$ cat config.mk
export PLATFORM = sky130hd
export DESIGN_NAME = mem_wb_pipe
export DESIGN_NICKNAME = d
export VERILOG_FILES = /design/src/rtl/mem_wb.sv /design/src/rtl/mem_wb_pipe_pkg.sv /design/src/rtl/mem_wb_pipe_reg.sv /design/src/rtl/mem_wb_pipe.sv
export SDC_FILE = /design/constraint.sdc
export NUM_CORES = 1
export LEC_CHECK = 0
export ABC_AREA = 1
export CAP_MARGIN = 0
export CORE_MARGIN = 1
export CORE_UTILIZATION = 43
export CTS_CLUSTER_DIAMETER = 150
export DETAILED_ROUTE_END_ITERATION = 12
export PLACE_DENSITY = 0.82
export RECOVER_POWER = 50
export SETUP_SLACK_MARGIN = 0.1
export SYNTH_ARGS = -nofsm -noshare
export SYNTH_HDL_FRONTEND = slang
export SYNTH_HIERARCHICAL = 1
export SYNTH_SLANG_ARGS = --single-unit
$ cat constraint.sdc
create_clock -name clk -period 2 [get_ports clk]
set_input_delay 0.4 -clock clk [delete_from_list [all_inputs] [get_ports clk]]
set_output_delay 0.4 -clock clk [all_outputs]
set_load 0.01 [all_outputs]
$ cat src/rtl/mem_wb.sv
// The MEM/WB stage is implemented in mem_wb_pipe.sv.

$ cat src/rtl/mem_wb_pipe_pkg.sv
// Shared types and constants for the MEM/WB pipeline slice.
package mem_wb_pipe_pkg;

  localparam int DATA_W = 32;
  localparam int ADDR_W = 5;
  localparam int CNT_W  = 8;

  // Register $0 is hard-wired to zero; writes to it never reach the register file.
  localparam logic [ADDR_W-1:0] REG_ZERO = '0;

  // Memory-access sequencer states.
  typedef enum logic {
    ST_IDLE = 1'b0,
    ST_WAIT = 1'b1
  } mem_state_t;

  // EX/MEM pipeline register contents.
  typedef struct packed {
    logic              reg_write;
    logic              mem_to_reg;
    logic              mem_write;
    logic [DATA_W-1:0] alu_result;
    logic [DATA_W-1:0] mem_wdata;
    logic [ADDR_W-1:0] reg_addr;
  } ex_mem_t;

  // MEM/WB pipeline register contents.
  typedef struct packed {
    logic              reg_write;
    logic [DATA_W-1:0] reg_wdata;
    logic [ADDR_W-1:0] reg_addr;
  } mem_wb_t;

  // A register write is only real when it targets something other than $0.
  function automatic logic wr_enable(input logic we, input logic [ADDR_W-1:0] addr);
    return we && (addr != REG_ZERO);
  endfunction

endpackage

$ cat src/rtl/mem_wb_pipe_reg.sv
// Generic pipeline register with load enable and synchronous clear.
// Clear wins over enable so a bubble or reset always lands.
module pipe_reg #(
  parameter int N = 1
) (
  input  logic         clk,
  input  logic         en,
  input  logic         clr,
  input  logic [N-1:0] d,
  output logic [N-1:0] q
);

  // Register update: clear first, then optional load.
  always_ff @(posedge clk) begin
    if (clr) begin
      q <= '0;
    end else if (en) begin
      q <= d;
    end
  end

endmodule

$ cat src/rtl/mem_wb_pipe.sv
// MEM stage of the pipeline: EX/MEM and MEM/WB registers, the data-memory
// request/ready sequencer with stall generation, a sticky timeout flag, and
// the writeback mux. Also exports the EX/MEM and MEM/WB forwarding sources.
module mem_wb_pipe
  import mem_wb_pipe_pkg::*;
#(
  parameter int MAX_WAIT = 16
) (
  input  logic                clk,
  input  logic                reset,
  input  logic                RegWrite_ex,
  input  logic                MemToReg_ex,
  input  logic                MemWrite_ex,
  input  logic [DATA_W-1:0]   ALUResult_ex,
  input  logic [DATA_W-1:0]   MemWriteData_ex,
  input  logic [ADDR_W-1:0]   RegWriteAddr_ex,
  output logic                DmemReq,
  output logic                DmemWe,
  output logic [DATA_W-1:0]   DmemAddr,
  output logic [DATA_W-1:0]   DmemWdata,
  input  logic [DATA_W-1:0]   DmemRdata,
  input  logic                DmemReady,
  output logic                MemStall,
  output logic                DmemErr,
  output logic [DATA_W-1:0]   ALUResult_mem,
  output logic [ADDR_W-1:0]   RegWriteAddr_mem,
  output logic                RegWrite_mem,
  output logic [DATA_W-1:0]   RegWriteData_wb,
  output logic [ADDR_W-1:0]   RegWriteAddr_wb,
  output logic                RegWrite_wb
);

  localparam logic [CNT_W-1:0] MAX_W = CNT_W'(MAX_WAIT);

  ex_mem_t           ex_in;
  ex_mem_t           ex_mem_q;
  mem_wb_t           wb_in;
  mem_wb_t           mem_wb_q;
  mem_state_t        state_q;
  mem_state_t        state_d;
  logic [CNT_W-1:0]  wait_cnt_q;
  logic [CNT_W-1:0]  wait_cnt_d;
  logic              err_q;
  logic              memop;
  logic              req;
  logic              stall;

  // Pack the EX-stage controls and data into the EX/MEM record.
  always_comb begin
    ex_in            = '0;
    ex_in.reg_write  = RegWrite_ex;
    ex_in.mem_to_reg = MemToReg_ex;
    ex_in.mem_write  = MemWrite_ex;
    ex_in.alu_result = ALUResult_ex;
    ex_in.mem_wdata  = MemWriteData_ex;
    ex_in.reg_addr   = RegWriteAddr_ex;
  end

  // ---- EX -> MEM boundary: frozen while a memory access is outstanding ----
  pipe_reg #(.N($bits(ex_mem_t))) u_ex_mem (
    .clk (clk),
    .en  (!stall),
    .clr (reset),
    .d   (ex_in),
    .q   (ex_mem_q)
  );

  assign memop = ex_mem_q.mem_to_reg | ex_mem_q.mem_write;

  // Sequencer next state and request/stall outputs. The held EX/MEM entry
  // keeps address, data and direction stable until the access completes.
  always_comb begin
    state_d = state_q;
    req     = 1'b0;
    stall   = 1'b0;
    if (!reset) begin
      unique case (state_q)
        ST_IDLE: begin
          if (memop) begin
            req = 1'b1;
            if (!DmemReady) begin
              stall   = 1'b1;
              state_d = ST_WAIT;
            end
          end
        end
        ST_WAIT: begin
          req = 1'b1;
          if (DmemReady) begin
            state_d = ST_IDLE;
          end else begin
            stall = 1'b1;
          end
        end
        default: state_d = ST_IDLE;
      endcase
    end
  end

  // Sequencer state register.
  always_ff @(posedge clk) begin
    if (reset) begin
      state_q <= ST_IDLE;
    end else begin
      state_q <= state_d;
    end
  end

  // Wait counter: number of stall cycles spent on the current access,
  // saturating at MAX_WAIT; returns to zero whenever the stage is not stalled.
  always_comb begin
    wait_cnt_d = '0;
    if (stall) begin
      wait_cnt_d = (wait_cnt_q == MAX_W) ? MAX_W : wait_cnt_q + CNT_W'(1);
    end
  end

  // Counter and sticky timeout flag. The flag sets on the edge that closes
  // the MAX_WAIT-th stall cycle and only reset clears it.
  always_ff @(posedge clk) begin
    if (reset) begin
      wait_cnt_q <= '0;
      err_q      <= 1'b0;
    end else begin
      wait_cnt_q <= wait_cnt_d;
      if (wait_cnt_d == MAX_W) begin
        err_q <= 1'b1;
      end
    end
  end

  // Writeback select: loads take memory read data, everything else the ALU result.
  always_comb begin
    wb_in           = '0;
    wb_in.reg_write = ex_mem_q.reg_write;
    wb_in.reg_wdata = ex_mem_q.mem_to_reg ? DmemRdata : ex_mem_q.alu_result;
    wb_in.reg_addr  = ex_mem_q.reg_addr;
  end

  // ---- MEM -> WB boundary: loads every edge, bubble while stalled ----
  pipe_reg #(.N($bits(mem_wb_t))) u_mem_wb (
    .clk (clk),
    .en  (1'b1),
    .clr (reset | stall),
    .d   (wb_in),
    .q   (mem_wb_q)
  );

  assign DmemReq          = req;
  assign DmemWe           = ex_mem_q.mem_write;
  assign DmemAddr         = ex_mem_q.alu_result;
  assign DmemWdata        = ex_mem_q.mem_wdata;
  assign MemStall         = stall;
  assign DmemErr          = err_q;
  assign ALUResult_mem    = ex_mem_q.alu_result;
  assign RegWriteAddr_mem = ex_mem_q.reg_addr;
  assign RegWrite_mem     = wr_enable(ex_mem_q.reg_write, ex_mem_q.reg_addr);
  assign RegWriteData_wb  = mem_wb_q.reg_wdata;
  assign RegWriteAddr_wb  = mem_wb_q.reg_addr;
  assign RegWrite_wb      = wr_enable(mem_wb_q.reg_write, mem_wb_q.reg_addr);

endmodule

==> impl_results.md, run 1 <==
* Antenna-violating nets left at 0
* Arrival time worst endpoint at 1.53 ns
* GRT Total Usage at 22.5%
* Die Ht at 117 um
* Critical path buffer and inverter count at 2
* Status: finished clean
* Multi-input gate area at 0.00233 mm2
* Synth area leaders: dfxtp_1 (42%), nand2_1 (16%), nor2_1 (15%)
* Peak supply drop at 518 uV
* Layout area overhead at 52.5%
* Clock buffer depth at 2
* Setup-failing EPs final at 0
* Hold Path Cell Cnt at 2
* Leading area contributor after synthesis: dfxtp_1
* H-tree depth at 4
* DP HPWL at 10.7 mm
* Clock tree sinks at 120
* Setup WS pre-CTS at 0.000187 ns
* Clock-pin slew on the worst setup and hold paths at 0.05 ns
* Vias in the first global route at 5,042
* Vias per std cell at 4.33
* Crit Path Category: reg2out
* Crit-path cells: or4_4 -> o21ai_2 -> inv_1 -> buf_6
* Core area at 0.0128 mm2
* Synth Instances at 859
* Hold EP: DmemErr$_SDFFE_PP0N_
* CP max stage cell: or4_4
* Reg2Reg Setup Slack at 0.18 ns
* Drt total wl at 14.8 mm
* Die X at 117 um
* First-pass GRT wire length at 24.6 mm
* Non-Filler Instances at 1,260
* Initial antenna violation count at 0
* Crit path largest cell delay at 0.52 ns
* Routed wire length per instance at 11.8 um
* Final RePlAce weighted congestion at 0.815
* Tmin final at 1.93 ns
* Avg Cell Area, Syn at 6.66 um2
* Max Cap Viol at 0
* Nets@finish at 1,184
* Max Slew Vio Count at 0
* Antenna diode count at 0
* Distinct cells, synth at 20
* Worst Path Required at 1.60 ns
* Post-synthesis sequential area ratio at 42.0%
* Crit end category: output port
* Yosys warnings at 6
* Slew margin rel. at 49.1%
* DRC at 0
* TritonCTS clock tree: built
* CP max FO at 3
* Hold_sp: DmemErr$_SDFFE_PP0N_
* Tcrit/Tclk final at 96.6%
* Synthesized cell area at 0.00572 mm2
* Initial core utilization at 44.6%
* Proportion of layout cells with a drive suffix above 1 at 8.09%
* Pin count of the biggest net entering global routing at 53
* Seq. cell area at 0.00240 mm2
* CP top delay family: simple AND/OR/NAND/NOR gates
* Fillers at 1,103
* WHS at 0.442 ns
* FF-to-FF Start: u_ex_mem/q[69]$_SDFFE_PP0P_
* Ports at 251
* Initial DRC count at 274
* Hold Buf Count CTS at 0
* Grt ovf at 0
* Worst min-delay path class: reg2reg
* # placed instances at 1,227
* Most frequent cells in the layout: nand2_1 (244), clkdlybuf4s50_1 (235), nor2_1 (232)
* R2R cell count at 9
* Commonest non-fill, non-tap cell in the layout: nand2_1
* Measured slew at the worst slew-check pin at 0.764 ns
* Leak at 0.00441 uW
* Setup crit start kind: flip-flop
* IO Port Bufs at 250
* Final core occ at 68.0%
* Skew-Pair Late Insertion Delay at 0.40 ns
* Maximum clock rate at 517 MHz
* Final Worst Setup Slack at 0.0672 ns
* Site Rows at 41
* Synth top area share at 42.0%
* Die area at 0.0138 mm2
* Yosys reg bits at 120
* Via count at 5,462
* Fin. Hold Viols at 0
* RSZ-0062 raised after global routing: yes
* Final Skew at 0.00426 ns
* DR pass1 iterations at 4
* Setup TNS at 0 ns
* Root Driver: clkbuf_16
* CTS Buf Count at 17
* Worst r2r dst: u_ex_mem/q[59]$_SDFFE_PP0P_
* PD cells at 832 mW/mm2
## power breakdown
group	switching, uW	internal, uW	leakage [uW]
Combinational	594	771	0.00311
Clock	1030	2170	0.000311
Sequential	121	2570	0.000995
Total	1750	5510	0.00441
## cells in the mapped netlist
| cell | n |
|---|---|
| dfxtp_1 | 120 |
| inv_1 | 134 |
| xor2_1 | 1 |
| inv_2 | 2 |
| nor2_4 | 2 |
| nand3_1 | 10 |
| or4_1 | 2 |
| buf_6 | 8 |
| a21oi_1 | 2 |
| buf_2 | 19 |
| mux2_2 | 32 |
| nand2_4 | 2 |
| nand2_1 | 243 |
| buf_4 | 38 |
| nor2_1 | 231 |
| o21ai_0 | 3 |
| nor2_2 | 1 |
| ha_1 | 2 |
| conb_1 | 1 |
| clkbuf_1 | 6 |
## state kept, by name, summed over array words and instances (netlist names)
register,cells
u_ex_mem/q,72
state_q,1
DmemErr,1
u_mem_wb/q,38
wait_cnt_q,8
## cells by family after synthesis
logic type / share of synthesized area, %
buffers and inverters: 17.5
adder cells (fa/ha/maj): 0.437
other: 0.0655
multiplexers: 6.30
AO/OA/AOI/OAI: 0.437
XOR/XNOR: 0.153
AND/OR/NAND/NOR: 33.1
flip-flops: 42.0
## routing by layer
metal,up-vias,GRT usage [%],wire length [um]
met1,2361,24.7,6120
met2,197,38.7,7200
met4,0,8.69,225
met5,-,0,0
li1,2882,-,-
met3,22,8.80,1300
## layout make-up
type	instances	share of cell area (%)
sequential	120	27.6
tap	172	2.47
multi-input combinational	535	26.7
clock buffer	23	5.48
clock inverter	9	1.66
inverter	136	5.88
timing repair buffer	265	30.3
## worst reg2reg max path: cells and delay by family (launching register included)
family | cells | cell delay [ns]
buffers and inverters | 3 | 0.77
flip-flops | 1 | 0.35
AND/OR/NAND/NOR | 6 | 0.60
## what timing repair did
item | CTS | global route
setup buffers | 1 | 0
pin swaps | 3 | 2
setup endpoints to repair | 4 | 3
gates resized for setup | 14 | 7
## per-stage QoR
stage	total power [uW]	cell area, um2
6_report	7260	8730
5_1_grt	7620	8730
4_1_cts	7340	8750
3_5_place_dp	4110	8130
3_3_place_gp	4080	8130
2_1_floorplan	3430	5740
## how the worst max path moves through the flow
| stage | from | end | slack, ns | depth (start not counted) |
|---|---|---|---|---|
| final | u_mem_wb/q[1]$_SDFFE_PP0P_ | RegWrite_wb | 0.07 | 4 |
| after global routing | u_ex_mem/q[0]$_SDFFE_PP0P_ | RegWrite_mem | -0.01 | 4 |
| after CTS | u_mem_wb/q[1]$_SDFFE_PP0P_ | RegWrite_wb | 0.02 | 4 |
| after detailed placement | DmemReady | MemStall | 0.0002 | 5 |
| after global placement | DmemReady | MemStall | 0.01 | 5 |
| after floorplan | u_ex_mem/q[70]$_SDFFE_PP0P_ | u_ex_mem/q[37]$_SDFFE_PP0P_ | 0.47 | 11 |
Note: power is estimated with default switching activity, not from simulation.
==> run 2, diff against run 1 <==
--- a/config.mk
+++ b/config.mk
@@ -9,7 +9,7 @@
 export CAP_MARGIN = 0
 export CORE_MARGIN = 1
 export CORE_UTILIZATION = 43
-export CTS_CLUSTER_DIAMETER = 150
+export CTS_CLUSTER_DIAMETER = 200
 export DETAILED_ROUTE_END_ITERATION = 12
 export PLACE_DENSITY = 0.82
 export RECOVER_POWER = 50
==> results of run 2 <==
The final DEF is identical to that of run 1; final timing and power are the same.
